### src/rtl/pipeline_stall_controller_pkg.sv
// Shared types for the MIPS32 pipeline stall/flush controller.
// Holds the state encoding, the register-0 constant and the stall control bundle.
package pipeline_ctrl_pkg;

  typedef enum logic [1:0] {
    ST_RUN      = 2'd0,
    ST_IF_WAIT  = 2'd1,
    ST_MEM_WAIT = 2'd2,
    ST_FAULT    = 2'd3
  } ctrl_state_e;

  localparam logic [4:0] REG_ZERO = 5'd0;

  typedef struct packed {
    logic pc_write;
    logic if_stall;
    logic id_stall;
    logic id_bubble;
    logic ex_stall;
    logic mem_stall;
    logic if_flush;
  } stall_bundle_t;

endpackage

### src/rtl/pipeline_stall_controller_if.sv
// Handshake and control bundle between the pipeline datapath and the stall controller.
// The datapath side is master; the controller is slave.
interface pipeline_stall_controller_if #(parameter int CNT_W = 16);

  logic             imem_ready;
  logic             dmem_req;
  logic             dmem_ready;
  logic             ex_mem_read;
  logic [4:0]       ex_rt;
  logic [4:0]       id_rs;
  logic [4:0]       id_rt;
  logic             id_uses_rs;
  logic             id_uses_rt;
  logic             id_branch_taken;
  logic             fault_clear;
  logic             pc_write;
  logic             if_stall;
  logic             id_stall;
  logic             id_bubble;
  logic             ex_stall;
  logic             mem_stall;
  logic             if_flush;
  logic             mem_fault;
  logic [CNT_W-1:0] stall_count;

  modport master (
    output imem_ready, dmem_req, dmem_ready, ex_mem_read, ex_rt, id_rs, id_rt,
           id_uses_rs, id_uses_rt, id_branch_taken, fault_clear,
    input  pc_write, if_stall, id_stall, id_bubble, ex_stall, mem_stall, if_flush,
           mem_fault, stall_count
  );

  modport slave (
    input  imem_ready, dmem_req, dmem_ready, ex_mem_read, ex_rt, id_rs, id_rt,
           id_uses_rs, id_uses_rt, id_branch_taken, fault_clear,
    output pc_write, if_stall, id_stall, id_bubble, ex_stall, mem_stall, if_flush,
           mem_fault, stall_count
  );

endinterface

### src/rtl/pipeline_stall_controller_load_use_detect.sv
// Combinational load-use hazard detector: an EX-stage load whose destination
// is read by the instruction in ID. Register 0 never creates a hazard.
module load_use_detect
  import pipeline_ctrl_pkg::*;
(
  input  logic       ex_mem_read,
  input  logic [4:0] ex_rt,
  input  logic [4:0] id_rs,
  input  logic [4:0] id_rt,
  input  logic       id_uses_rs,
  input  logic       id_uses_rt,
  output logic       load_use
);

  logic rs_hit;
  logic rt_hit;

  assign rs_hit   = id_uses_rs && (id_rs == ex_rt);
  assign rt_hit   = id_uses_rt && (id_rt == ex_rt);
  assign load_use = ex_mem_read && (ex_rt != REG_ZERO) && (rs_hit || rt_hit);

endmodule

### src/rtl/pipeline_stall_controller.sv
// Stall/flush sequencer for the five-stage pipeline: Mealy stall controls,
// memory-wait timeout FSM with sticky fault, and a saturating stall-cycle counter.
module pipeline_stall_controller
  import pipeline_ctrl_pkg::*;
#(
  parameter int MEM_TIMEOUT       = 255,
  parameter int BRANCH_DELAY_SLOT = 1,
  parameter int CNT_W             = 16
)
(
  input  logic                          clock,
  input  logic                          reset,
  pipeline_stall_controller_if.slave    bus
);

  localparam int WCNT_W = (MEM_TIMEOUT < 1) ? 1 : $clog2(MEM_TIMEOUT + 1);
  localparam logic [WCNT_W-1:0] WCNT_MAX = WCNT_W'(MEM_TIMEOUT);

  localparam logic [1:0] S_RUN      = ST_RUN;
  localparam logic [1:0] S_IF_WAIT  = ST_IF_WAIT;
  localparam logic [1:0] S_MEM_WAIT = ST_MEM_WAIT;
  localparam logic [1:0] S_FAULT    = ST_FAULT;

  logic [1:0]        state, state_nxt;
  logic [WCNT_W-1:0] wcnt, wcnt_nxt;
  logic              fault_set;
  logic              fault_clr;
  logic              mem_fault;
  logic [CNT_W-1:0]  stall_count;
  logic              mem_busy;
  logic              if_busy;
  logic              load_use;
  stall_bundle_t     ctl;

  assign mem_busy = bus.dmem_req && !bus.dmem_ready;
  assign if_busy  = !bus.imem_ready;

  load_use_detect u_load_use_detect (
    .ex_mem_read (bus.ex_mem_read),
    .ex_rt       (bus.ex_rt),
    .id_rs       (bus.id_rs),
    .id_rt       (bus.id_rt),
    .id_uses_rs  (bus.id_uses_rs),
    .id_uses_rt  (bus.id_uses_rt),
    .load_use    (load_use)
  );

  // Everything is held low while reset is asserted, including pc_write.
  always_comb begin
    ctl = '0;
    if (!reset) begin
      ctl = '0;
    end else if (state == S_FAULT || mem_busy) begin
      ctl.id_stall  = 1'b1;
      ctl.ex_stall  = 1'b1;
      ctl.mem_stall = 1'b1;
    end else if (load_use) begin
      ctl.id_stall  = 1'b1;
      ctl.id_bubble = 1'b1;
    end else if (if_busy) begin
      ctl.if_stall  = 1'b1;
    end else begin
      ctl.pc_write  = 1'b1;
      ctl.if_flush  = bus.id_branch_taken && (BRANCH_DELAY_SLOT == 0);
    end
  end

  // wcnt holds the number of busy cycles already seen, so the compare against
  // WCNT_MAX fires on busy cycle MEM_TIMEOUT+1.
  always_comb begin
    state_nxt = state;
    wcnt_nxt  = wcnt;
    fault_set = 1'b0;
    fault_clr = 1'b0;
    case (state)
      S_RUN: begin
        if (mem_busy || if_busy) begin
          if (wcnt == WCNT_MAX) begin
            state_nxt = S_FAULT;
            wcnt_nxt  = '0;
            fault_set = 1'b1;
          end else begin
            state_nxt = mem_busy ? S_MEM_WAIT : S_IF_WAIT;
            wcnt_nxt  = wcnt + WCNT_W'(1);
          end
        end
      end
      S_IF_WAIT: begin
        if (mem_busy) begin
          state_nxt = S_MEM_WAIT;
          wcnt_nxt  = '0;
        end else if (if_busy) begin
          if (wcnt == WCNT_MAX) begin
            state_nxt = S_FAULT;
            wcnt_nxt  = '0;
            fault_set = 1'b1;
          end else begin
            wcnt_nxt  = wcnt + WCNT_W'(1);
          end
        end else begin
          state_nxt = S_RUN;
          wcnt_nxt  = '0;
        end
      end
      S_MEM_WAIT: begin
        if (mem_busy) begin
          if (wcnt == WCNT_MAX) begin
            state_nxt = S_FAULT;
            wcnt_nxt  = '0;
            fault_set = 1'b1;
          end else begin
            wcnt_nxt  = wcnt + WCNT_W'(1);
          end
        end else begin
          state_nxt = S_RUN;
          wcnt_nxt  = '0;
        end
      end
      default: begin
        if (bus.fault_clear) begin
          state_nxt = S_RUN;
          wcnt_nxt  = '0;
          fault_clr = 1'b1;
        end
      end
    endcase
  end

  always_ff @(posedge clock or negedge reset) begin
    if (!reset) begin
      state       <= S_RUN;
      wcnt        <= '0;
      mem_fault   <= 1'b0;
      stall_count <= '0;
    end else begin
      state <= state_nxt;
      wcnt  <= wcnt_nxt;
      if (fault_set) begin
        mem_fault <= 1'b1;
      end else if (fault_clr) begin
        mem_fault <= 1'b0;
      end
      if (!ctl.pc_write && (stall_count != {CNT_W{1'b1}})) begin
        stall_count <= stall_count + CNT_W'(1);
      end
    end
  end

  assign bus.pc_write    = ctl.pc_write;
  assign bus.if_stall    = ctl.if_stall;
  assign bus.id_stall    = ctl.id_stall;
  assign bus.id_bubble   = ctl.id_bubble;
  assign bus.ex_stall    = ctl.ex_stall;
  assign bus.mem_stall   = ctl.mem_stall;
  assign bus.if_flush    = ctl.if_flush;
  assign bus.mem_fault   = mem_fault;
  assign bus.stall_count = stall_count;

endmodule

### src/flat_wrapper.sv
// flat-port wrapper written by rule: the top's interface ports become plain ports
module pipeline_stall_controller_flat import pipeline_ctrl_pkg::*;
#(
  parameter int MEM_TIMEOUT       = 255,
  parameter int BRANCH_DELAY_SLOT = 1,
  parameter int CNT_W             = 16
)
  (clock, reset, bus_imem_ready, bus_dmem_req, bus_dmem_ready, bus_ex_mem_read, bus_ex_rt, bus_id_rs, bus_id_rt, bus_id_uses_rs, bus_id_uses_rt, bus_id_branch_taken, bus_fault_clear, bus_pc_write, bus_if_stall, bus_id_stall, bus_id_bubble, bus_ex_stall, bus_mem_stall, bus_if_flush, bus_mem_fault, bus_stall_count);
  pipeline_stall_controller_if #(.CNT_W(CNT_W)) bus_i ();
  input  logic clock;
  input  logic reset;
  input wire logic [$bits(bus_i.imem_ready)-1:0] bus_imem_ready;
  input wire logic [$bits(bus_i.dmem_req)-1:0] bus_dmem_req;
  input wire logic [$bits(bus_i.dmem_ready)-1:0] bus_dmem_ready;
  input wire logic [$bits(bus_i.ex_mem_read)-1:0] bus_ex_mem_read;
  input wire logic [$bits(bus_i.ex_rt)-1:0] bus_ex_rt;
  input wire logic [$bits(bus_i.id_rs)-1:0] bus_id_rs;
  input wire logic [$bits(bus_i.id_rt)-1:0] bus_id_rt;
  input wire logic [$bits(bus_i.id_uses_rs)-1:0] bus_id_uses_rs;
  input wire logic [$bits(bus_i.id_uses_rt)-1:0] bus_id_uses_rt;
  input wire logic [$bits(bus_i.id_branch_taken)-1:0] bus_id_branch_taken;
  input wire logic [$bits(bus_i.fault_clear)-1:0] bus_fault_clear;
  output wire logic [$bits(bus_i.pc_write)-1:0] bus_pc_write;
  output wire logic [$bits(bus_i.if_stall)-1:0] bus_if_stall;
  output wire logic [$bits(bus_i.id_stall)-1:0] bus_id_stall;
  output wire logic [$bits(bus_i.id_bubble)-1:0] bus_id_bubble;
  output wire logic [$bits(bus_i.ex_stall)-1:0] bus_ex_stall;
  output wire logic [$bits(bus_i.mem_stall)-1:0] bus_mem_stall;
  output wire logic [$bits(bus_i.if_flush)-1:0] bus_if_flush;
  output wire logic [$bits(bus_i.mem_fault)-1:0] bus_mem_fault;
  output wire logic [$bits(bus_i.stall_count)-1:0] bus_stall_count;
  assign bus_i.imem_ready = bus_imem_ready;
  assign bus_i.dmem_req = bus_dmem_req;
  assign bus_i.dmem_ready = bus_dmem_ready;
  assign bus_i.ex_mem_read = bus_ex_mem_read;
  assign bus_i.ex_rt = bus_ex_rt;
  assign bus_i.id_rs = bus_id_rs;
  assign bus_i.id_rt = bus_id_rt;
  assign bus_i.id_uses_rs = bus_id_uses_rs;
  assign bus_i.id_uses_rt = bus_id_uses_rt;
  assign bus_i.id_branch_taken = bus_id_branch_taken;
  assign bus_i.fault_clear = bus_fault_clear;
  assign bus_pc_write = bus_i.pc_write;
  assign bus_if_stall = bus_i.if_stall;
  assign bus_id_stall = bus_i.id_stall;
  assign bus_id_bubble = bus_i.id_bubble;
  assign bus_ex_stall = bus_i.ex_stall;
  assign bus_mem_stall = bus_i.mem_stall;
  assign bus_if_flush = bus_i.if_flush;
  assign bus_mem_fault = bus_i.mem_fault;
  assign bus_stall_count = bus_i.stall_count;
  pipeline_stall_controller #(.MEM_TIMEOUT(MEM_TIMEOUT), .BRANCH_DELAY_SLOT(BRANCH_DELAY_SLOT), .CNT_W(CNT_W)) u_core (.clock(clock), .reset(reset), .bus(bus_i));
endmodule
### config.mk
export PLATFORM = sky130hd
export DESIGN_NAME = pipeline_stall_controller_flat
export DESIGN_NICKNAME = d
export VERILOG_FILES = /design/src/rtl/pipeline_stall_controller_pkg.sv /design/src/rtl/pipeline_stall_controller_if.sv /design/src/rtl/pipeline_stall_controller_load_use_detect.sv /design/src/rtl/pipeline_stall_controller.sv /design/src/flat_wrapper.sv
export SDC_FILE = /design/constraint.sdc
export NUM_CORES = 1
export LEC_CHECK = 0
export CORE_MARGIN = 2
export CORE_UTILIZATION = 40
export DETAILED_ROUTE_END_ITERATION = 12
export GPL_TIMING_DRIVEN = 0
export MAX_ROUTING_LAYER = met4
export PLACE_DENSITY = 0.72
export SYNTH_ARGS = -nofsm -noshare
export SYNTH_HDL_FRONTEND = slang
export SYNTH_SLANG_ARGS = --single-unit
### constraint.sdc
create_clock -name clock -period 1.7 [get_ports clock]
set_input_delay 0.255 -clock clock [delete_from_list [all_inputs] [get_ports clock]]
set_output_delay 0.255 -clock clock [all_outputs]
set_load 0.01 [all_outputs]
==> After elaboration in Yosys (flattened, before gate mapping) <==
Cells that the tools add are included.
{ "totals": {"ff_bits": 27, "inputBits": 25, "output_inout_bits": 24, "word_cells": 67} }
{ "op_classes": {"addsub": 2, "n_eq_ne": 8, "mux": 35, "n_reduce_logical": 18} }
{ "ops": {"columns": ["operator", "count"], "rows": [
  ["$mux 8", 6],
  ["$mux 2", 12],
  ["$pmux 8 s3", 1],
  ["$add 16x1->16 const B", 1],
  ["$ne 16x16->1 const B", 1],
  ["$mux 1", 13],
  ["$eq 5x5->1", 2],
  ["$add 8x1->8 const B", 1],
  ["$eq 8x8->1 const B", 1],
  ["$mux 7", 1],
  ["$logic_and 1x1->1", 6],
  ["$pmux 2 s3", 1],
  ["$reduce_bool 5->1", 1],
  ["$eq 2x2->1 const B", 2],
  ["$reduce_bool 4->1", 1],
  ["$logic_not 1->1", 3],
  ["$logic_or 1x1->1", 3],
  ["$pmux 1 s3", 1],
  ["$reduce_or 3->1", 1],
  ["$eq 2x1->1 const B", 1],
  ["$logic_not 2->1", 1],
  ["$ne 2x1->1 const B", 1],
  ["$reduce_and 2->1", 1],
  ["$reduce_bool 2->1", 1]
]} }

==> Longest topological paths before layout <==
{ "logic_depth": {"depth_word": 9, "mapped_depth": 8, "depth_no_buf": 7} }

==> Hierarchy <==
Synthesis repeated with hierarchy kept, for this count alone.
{ "unflattened": {"hier_cells": 168, "area_unflattened_um2": 1750.4} }
{ "by_module_without_submodules": {"columns": ["module", "instances", "cells_each", "area_each_um2", "seq_area_each_um2"], "rows": [
  ["pipeline_stall_controller", 1, 151, 1616.6, 675.6],
  ["load_use_detect", 1, 17, 133.9, 0.0]
]} }

==> Worst setup path after synthesis <==
Ideal clock, no wire load.
{ "synth_timing": {"path_kind": "reg-to-reg", "start": "register u_core.state[0]", "end": "register u_core.stall_count[1] (netlist: u_core.bus.stall_count[1])", "setup_ns": 0.128, "arrival_time_ns": 1.725, "required_ns": 1.572, "setup_slack_ns": -0.152, "stages_incl_launch_ff": 7, "path_buffers": 0, "synth_period_minus_slack_ns": 1.852, "path_cell_list": "dfrtp_1 -> ha_1 -> nor2_1 -> nand2_1 -> a311o_2 -> nand2_1 -> mux2_1"} }
{ "synth_via": {"elab_chain_cells": 6} }
{ "synth_lines": {"columns": ["item", "line", "rtl"], "rows": [
  ["start: declaration", "pipeline_stall_controller.sv:24", "logic [1:0] state, state_nxt;"],
  ["start signal: assignment", "pipeline_stall_controller.sv:136", "state <= state_nxt;"],
  ["$eq 2x2->1", "pipeline_stall_controller.sv:53", "end else if (state == S_FAULT || mem_busy) begin"],
  ["$logic_or 1x1->1", "pipeline_stall_controller.sv:53", null],
  ["$mux 2", "pipeline_stall_controller.sv:53", null],
  ["$mux 7", "pipeline_stall_controller.sv:51", "if (!reset) begin"],
  ["$logic_not 1->1", "pipeline_stall_controller.sv:143", "if (!ctl.pc_write && (stall_count != {CNT_W{1'b1}})) begin"],
  ["$logic_and 1x1->1", "pipeline_stall_controller.sv:143", null],
  ["end signal: assignment", "pipeline_stall_controller.sv:144", "stall_count <= stall_count + CNT_W'(1);"],
  ["end: declaration", "pipeline_stall_controller.sv:29", "logic [CNT_W-1:0] stall_count;"]
]} }
No other way between the ends.
A chain may end at the register's enable or synchronous reset.

==> Final worst setup path <==
{ "layout_timing": {"start": "input bus_imem_ready", "end": "output bus_pc_write"} }
{ "layout_via": {"elab_chain_cells": 4} }
{ "layout_lines": {"columns": ["item", "line", "rtl"], "rows": [
  ["start: declaration", "flat_wrapper.sv:12", "input wire logic [$bits(bus_i.imem_ready)-1:0] bus_imem_ready;"],
  ["$mux 1", "pipeline_stall_controller.sv:60", "end else if (if_busy) begin"],
  ["$mux 2", "pipeline_stall_controller.sv:57", "end else if (load_use) begin"],
  ["$mux 2", "pipeline_stall_controller.sv:53", null],
  ["$mux 7", "pipeline_stall_controller.sv:51", null],
  ["end: declaration", "flat_wrapper.sv:23", "output wire logic [$bits(bus_i.pc_write)-1:0] bus_pc_write;"]
]} }
No other way between the ends.

==> metrics list <==
* Result of the run: complete, but fails checks
* Violated checks: setup timing
- Sequential group share of total power: 26.9%
- Post-DP HPWL: 2801 microns
- Floorplan die area: 4915 sq um
- The floorplan step set the die width to 70.11 microns.
- Data required, critical path: 1.44 ns
- Excluding fillers, the count of instances in the completed layout stands at 333.
* Cell count of the worst hold path: 1
- The total count of hold-check failures in the final report was 0.
* Layout Utilization: 70.95%
- Setup repair after global routing could not meet its margin everywhere.
- Worst reg2reg endpoint: u_core.bus.stall_count[1]$_DFFE_PN0P_
* Drt via density: 5.417
- In this run the biggest area consumer among cell types represents 38.65% of the synthesized area.
- Number of antenna cells inserted: 0
* Kind of start point of the critical path: input port
* Starting density of the core: 40.71%
- The share of total power dissipated in the clock network is 10.6%.
* Maximum number of pins on one net before global-route repair: 28
- Of all cell types, the one taking the most synthesized area is sky130_fd_sc_hd__dfrtp_1.
- Post-synthesis sequential area ratio: 38.65%
* Number of distinct library cells after synthesis: 35
- The final critical path takes up 115.2% of the cycle.
- During synthesis, Yosys emitted a total of 0 warnings.
- Yosys instantiated no cell more often than sky130_fd_sc_hd__dfrtp_1.
- Number of failing setup endpoints in the final timing report: 22
* Kind of path behind the tightest hold check: flip-flop to flip-flop
- After filler insertion, the fill cell instance count of the layout stands at 328.
- Of the total power, the share spent switching nets is 38.91%.
- Initial antenna violation count: 0
- The detailed router placed 1804 vias in this run.
* DRC errors left: 0
- Compared with the post-synthesis result, the final layout area differs by 74.30%.
- Final setup slack of the worst path: -0.2579 ns
- Wire length of the first global-routing pass: 8135 microns
- Routed wire length per instance: 16.48 microns
- Ranked by instance count, the synthesized netlist is headed by sky130_fd_sc_hd__dfrtp_1 (27), sky130_fd_sc_hd__xnor2_1 (24), sky130_fd_sc_hd__nand2_1 (22).
- After routing, the total negative slack on setup checks comes to -2.560 ns.
- Number of flops mapped to enable cells by yosys: 0
* Cells after synthesis: 193
- The number of global-route vias before repair was 1786.
* Leakage power summed over all cells: 1.312 nW
- Counting flops with an async set or reset pin after synthesis yields a share of 100.0%.
- Max Clock Skew: 0.01050 ns
- At the end of the flow, the number of nets in the layout was 314.
* Final count of pins violating max slew: 0
* Peak fanout along the critical path: 6
- MaxCap Viol Count: 0
- Fraction of layout instances using a drive strength above 1: 40.93%
- In this run the count of I/O pins placed on the die edge is 49.
* Sink Count: 27
- All-layer global routing usage: 20.94%
- Synthesized netlist net count: 225
- For this block, the initial DRC count from the detailed router was 74.
* Clock root buffer: sky130_fd_sc_hd__clkbuf_8
* CTS tree: done
- The die is 70.11 microns tall.
- Combined area of all synthesized cells: 1748 sq um
- After clock tree synthesis, the clock-pin slew on the worst setup and hold paths is 0.09 ns.
- Worst r2r path cells: 8
- The final layout contains routed wiring with a total length of 5487 microns.
* Crit path time final: 1.958 ns
- Before antenna repair, the detailed router went through 4 iterations.
- Across all register-to-register paths, the minimum setup slack is -0.19 ns.
* Classification of the worst setup path: input port to primary output
- Based on the critical path, the design can be clocked at up to 0.5107 GHz.
- Cell internal power was estimated by the tool at 2.224 mW.
- Hold path endpoint: u_core.bus.stall_count[14]$_DFFE_PN0P_
* Synthesized area per cell: 9.057 sq um
- Routability Congestion: 0.7662
- Leading register cell type out of synthesis: sky130_fd_sc_hd__dfrtp_1
* Post-DRT Antenna Nets: 0
* Placeable core region: 4294 sq um
- Once placement completed, the tool counted placed cells totaling 291.
- Setup crit end kind: primary output
- Buffers placed on the I/O ports in this run total 46.
* Overall power consumption: 3.641 mW
* Pwr/cell area: 1195 nW/um^2
* Clock latency at the later pin of the worst-skew pair: 0.28 ns
* Net switching power: 1.417 mW
* Critical path data arrival time: 1.70 ns
* Maximum VDD drop: 0.0007312 V
- R2r startpoint: u_core.state[1]$_DFFE_PN0P_
- The startpoint identified for the worst hold timing path is u_core.bus.stall_count[14]$_DFFE_PN0P_.
- CTS built an H-tree with a depth of 1.
- For this run the aggregate overflow at the end of global routing stands at 0.
- Buffers inserted during clock tree synthesis total 3.
- Sorting the synthesized cells by area gives the leading types as sky130_fd_sc_hd__dfrtp_1 (39%), sky130_fd_sc_hd__xnor2_1 (12%), sky130_fd_sc_hd__nand3_2 (5.2%), sky130_fd_sc_hd__ha_1 (5.0%), sky130_fd_sc_hd__nand2_1 (4.7%).
- No sink is reached through more buffers than the 2 on the longest clock path.
* Part of the total power dissipated in combinational logic: 62.5%
* Rows: 24
- After synthesis the netlist holds a flip-flop and latch count of 27.
## critical path: stages
cell,delay [ns]
sky130_fd_sc_hd__clkdlybuf4s50_1,0.67
sky130_fd_sc_hd__inv_1,0.11
sky130_fd_sc_hd__a311o_2,0.41
sky130_fd_sc_hd__buf_8,0.14
sky130_fd_sc_hd__clkinv_4,0.04
sky130_fd_sc_hd__buf_6,0.08
## cell families after synthesis
logic type	synth area share [%]
flip-flops	38.65
multiplexers	0.6442
AO/OA/AOI/OAI	11.02
buffers and inverters	3.794
AND/OR/NAND/NOR	28.13
other	0.2145
adder cells (fa/ha/maj)	5.011
XOR/XNOR	12.53
## layer usage
layer / track usage [%] / routed length [microns] / up-vias
met1: 24.95 / 2222 / 881
met2: 37.14 / 2938 / 59
met5: - / 0 / -
li1: - / - / 854
met3: 3.463 / 228 / 10
met4: 4.701 / 98 / 0
## timing repair
action / 4_1_cts / 5_1_grt
pin swaps: 21 / 30
endpoints found under the setup margin: 32 / 32
hold endpoints to repair: 27 / 0
gates resized for setup: 106 / 51
buffers inserted: 26 / 12
gates cloned: 3 / 0
hold buffers: 2 / 0
## power groups by stage
stage / clock network (mW) / registers (mW) / logic [mW]
5_1_grt: 0.416 / 1.01 / 2.43
3_5_place_dp: 0 / 0.995 / 1.13
3_3_place_gp: 0 / 0.997 / 1.10
2_1_floorplan: 0 / 1.00 / 0.684
4_1_cts: 0.389 / 0.964 / 1.82
6_report: 0.386 / 0.980 / 2.27
## layout make-up
type	instances	area, sq um	share of cell area [%]
Buffer	6	65.06	2.136
Clock buffer	4	45.04	1.478
Inverter	5	33.78	1.109
Multi-Input combinational cell	153	1344	44.11
Sequential cell	27	678.2	22.26
Tap cell	52	65.06	2.136
Timing Repair Buffer	86	815.8	26.78
## through the flow
step	worst slack (ns)	area [sq um]	hold WS, ns
after floorplan	-0.02197	1782	-0.04059
after global placement	-1.706	2307	0.4652
after detailed placement	-1.747	2307	0.4676
after CTS	-0.2614	2793	0.5040
after global routing	-0.3128	3047	0.5427
final	-0.2579	3047	0.5104
## how the worst max path moves through the flow
stage / from / to / cells past startpoint
finish: bus_imem_ready / bus_pc_write / 6
global route: u_core.state[1]$_DFFE_PN0P_ / bus_pc_write / 7
CTS: u_core.state[0]$_DFFE_PN0P_ / bus_pc_write / 7
detailed placement: reset / bus_pc_write / 6
global placement: reset / bus_pc_write / 6
floorplan: u_core.bus.stall_count[1]$_DFFE_PN0P_ / u_core.bus.stall_count[1]$_DFFE_PN0P_ / 6
## placed cells by master, fill, tap and decap left out, types with 3 or more instances in the layout
cell / synthesis / routed
sky130_fd_sc_hd__xnor2_1: 24 / 18
sky130_fd_sc_hd__clkdlybuf4s50_1: 0 / 21
sky130_fd_sc_hd__o21ai_0: 14 / 3
sky130_fd_sc_hd__nand2_1: 22 / 19
sky130_fd_sc_hd__buf_6: 1 / 10
sky130_fd_sc_hd__nor2_1: 14 / 10
sky130_fd_sc_hd__nand2b_1: 5 / 4
sky130_fd_sc_hd__dfrtp_1: 27 / 25
sky130_fd_sc_hd__buf_4: 2 / 28
sky130_fd_sc_hd__and4_1: 3 / 3
sky130_fd_sc_hd__clkdlybuf4s15_1: 0 / 4
sky130_fd_sc_hd__nand3_2: 9 / 9
sky130_fd_sc_hd__clkbuf_8: 0 / 4
sky130_fd_sc_hd__ha_4: 0 / 4
sky130_fd_sc_hd__a21oi_1: 5 / 4
sky130_fd_sc_hd__dlygate4sd2_1: 0 / 11
sky130_fd_sc_hd__nand4_1: 6 / 6
sky130_fd_sc_hd__nor3_1: 5 / 3
sky130_fd_sc_hd__nand3_4: 0 / 3
sky130_fd_sc_hd__and3_1: 9 / 6
sky130_fd_sc_hd__o21ai_1: 0 / 9
sky130_fd_sc_hd__nand3_1: 8 / 5
sky130_fd_sc_hd__xnor2_2: 0 / 6
sky130_fd_sc_hd__and3_4: 0 / 3
sky130_fd_sc_hd__buf_8: 0 / 4
sky130_fd_sc_hd__buf_2: 2 / 5
## flip-flops by register name, summed over array words and instances (netlist names)
name and count:
u_core.wcnt 8, u_core.bus.mem_fault 1, u_core.bus.stall_count 16, u_core.state 2
No activity file was read; power rests on OpenSTA's default activity.
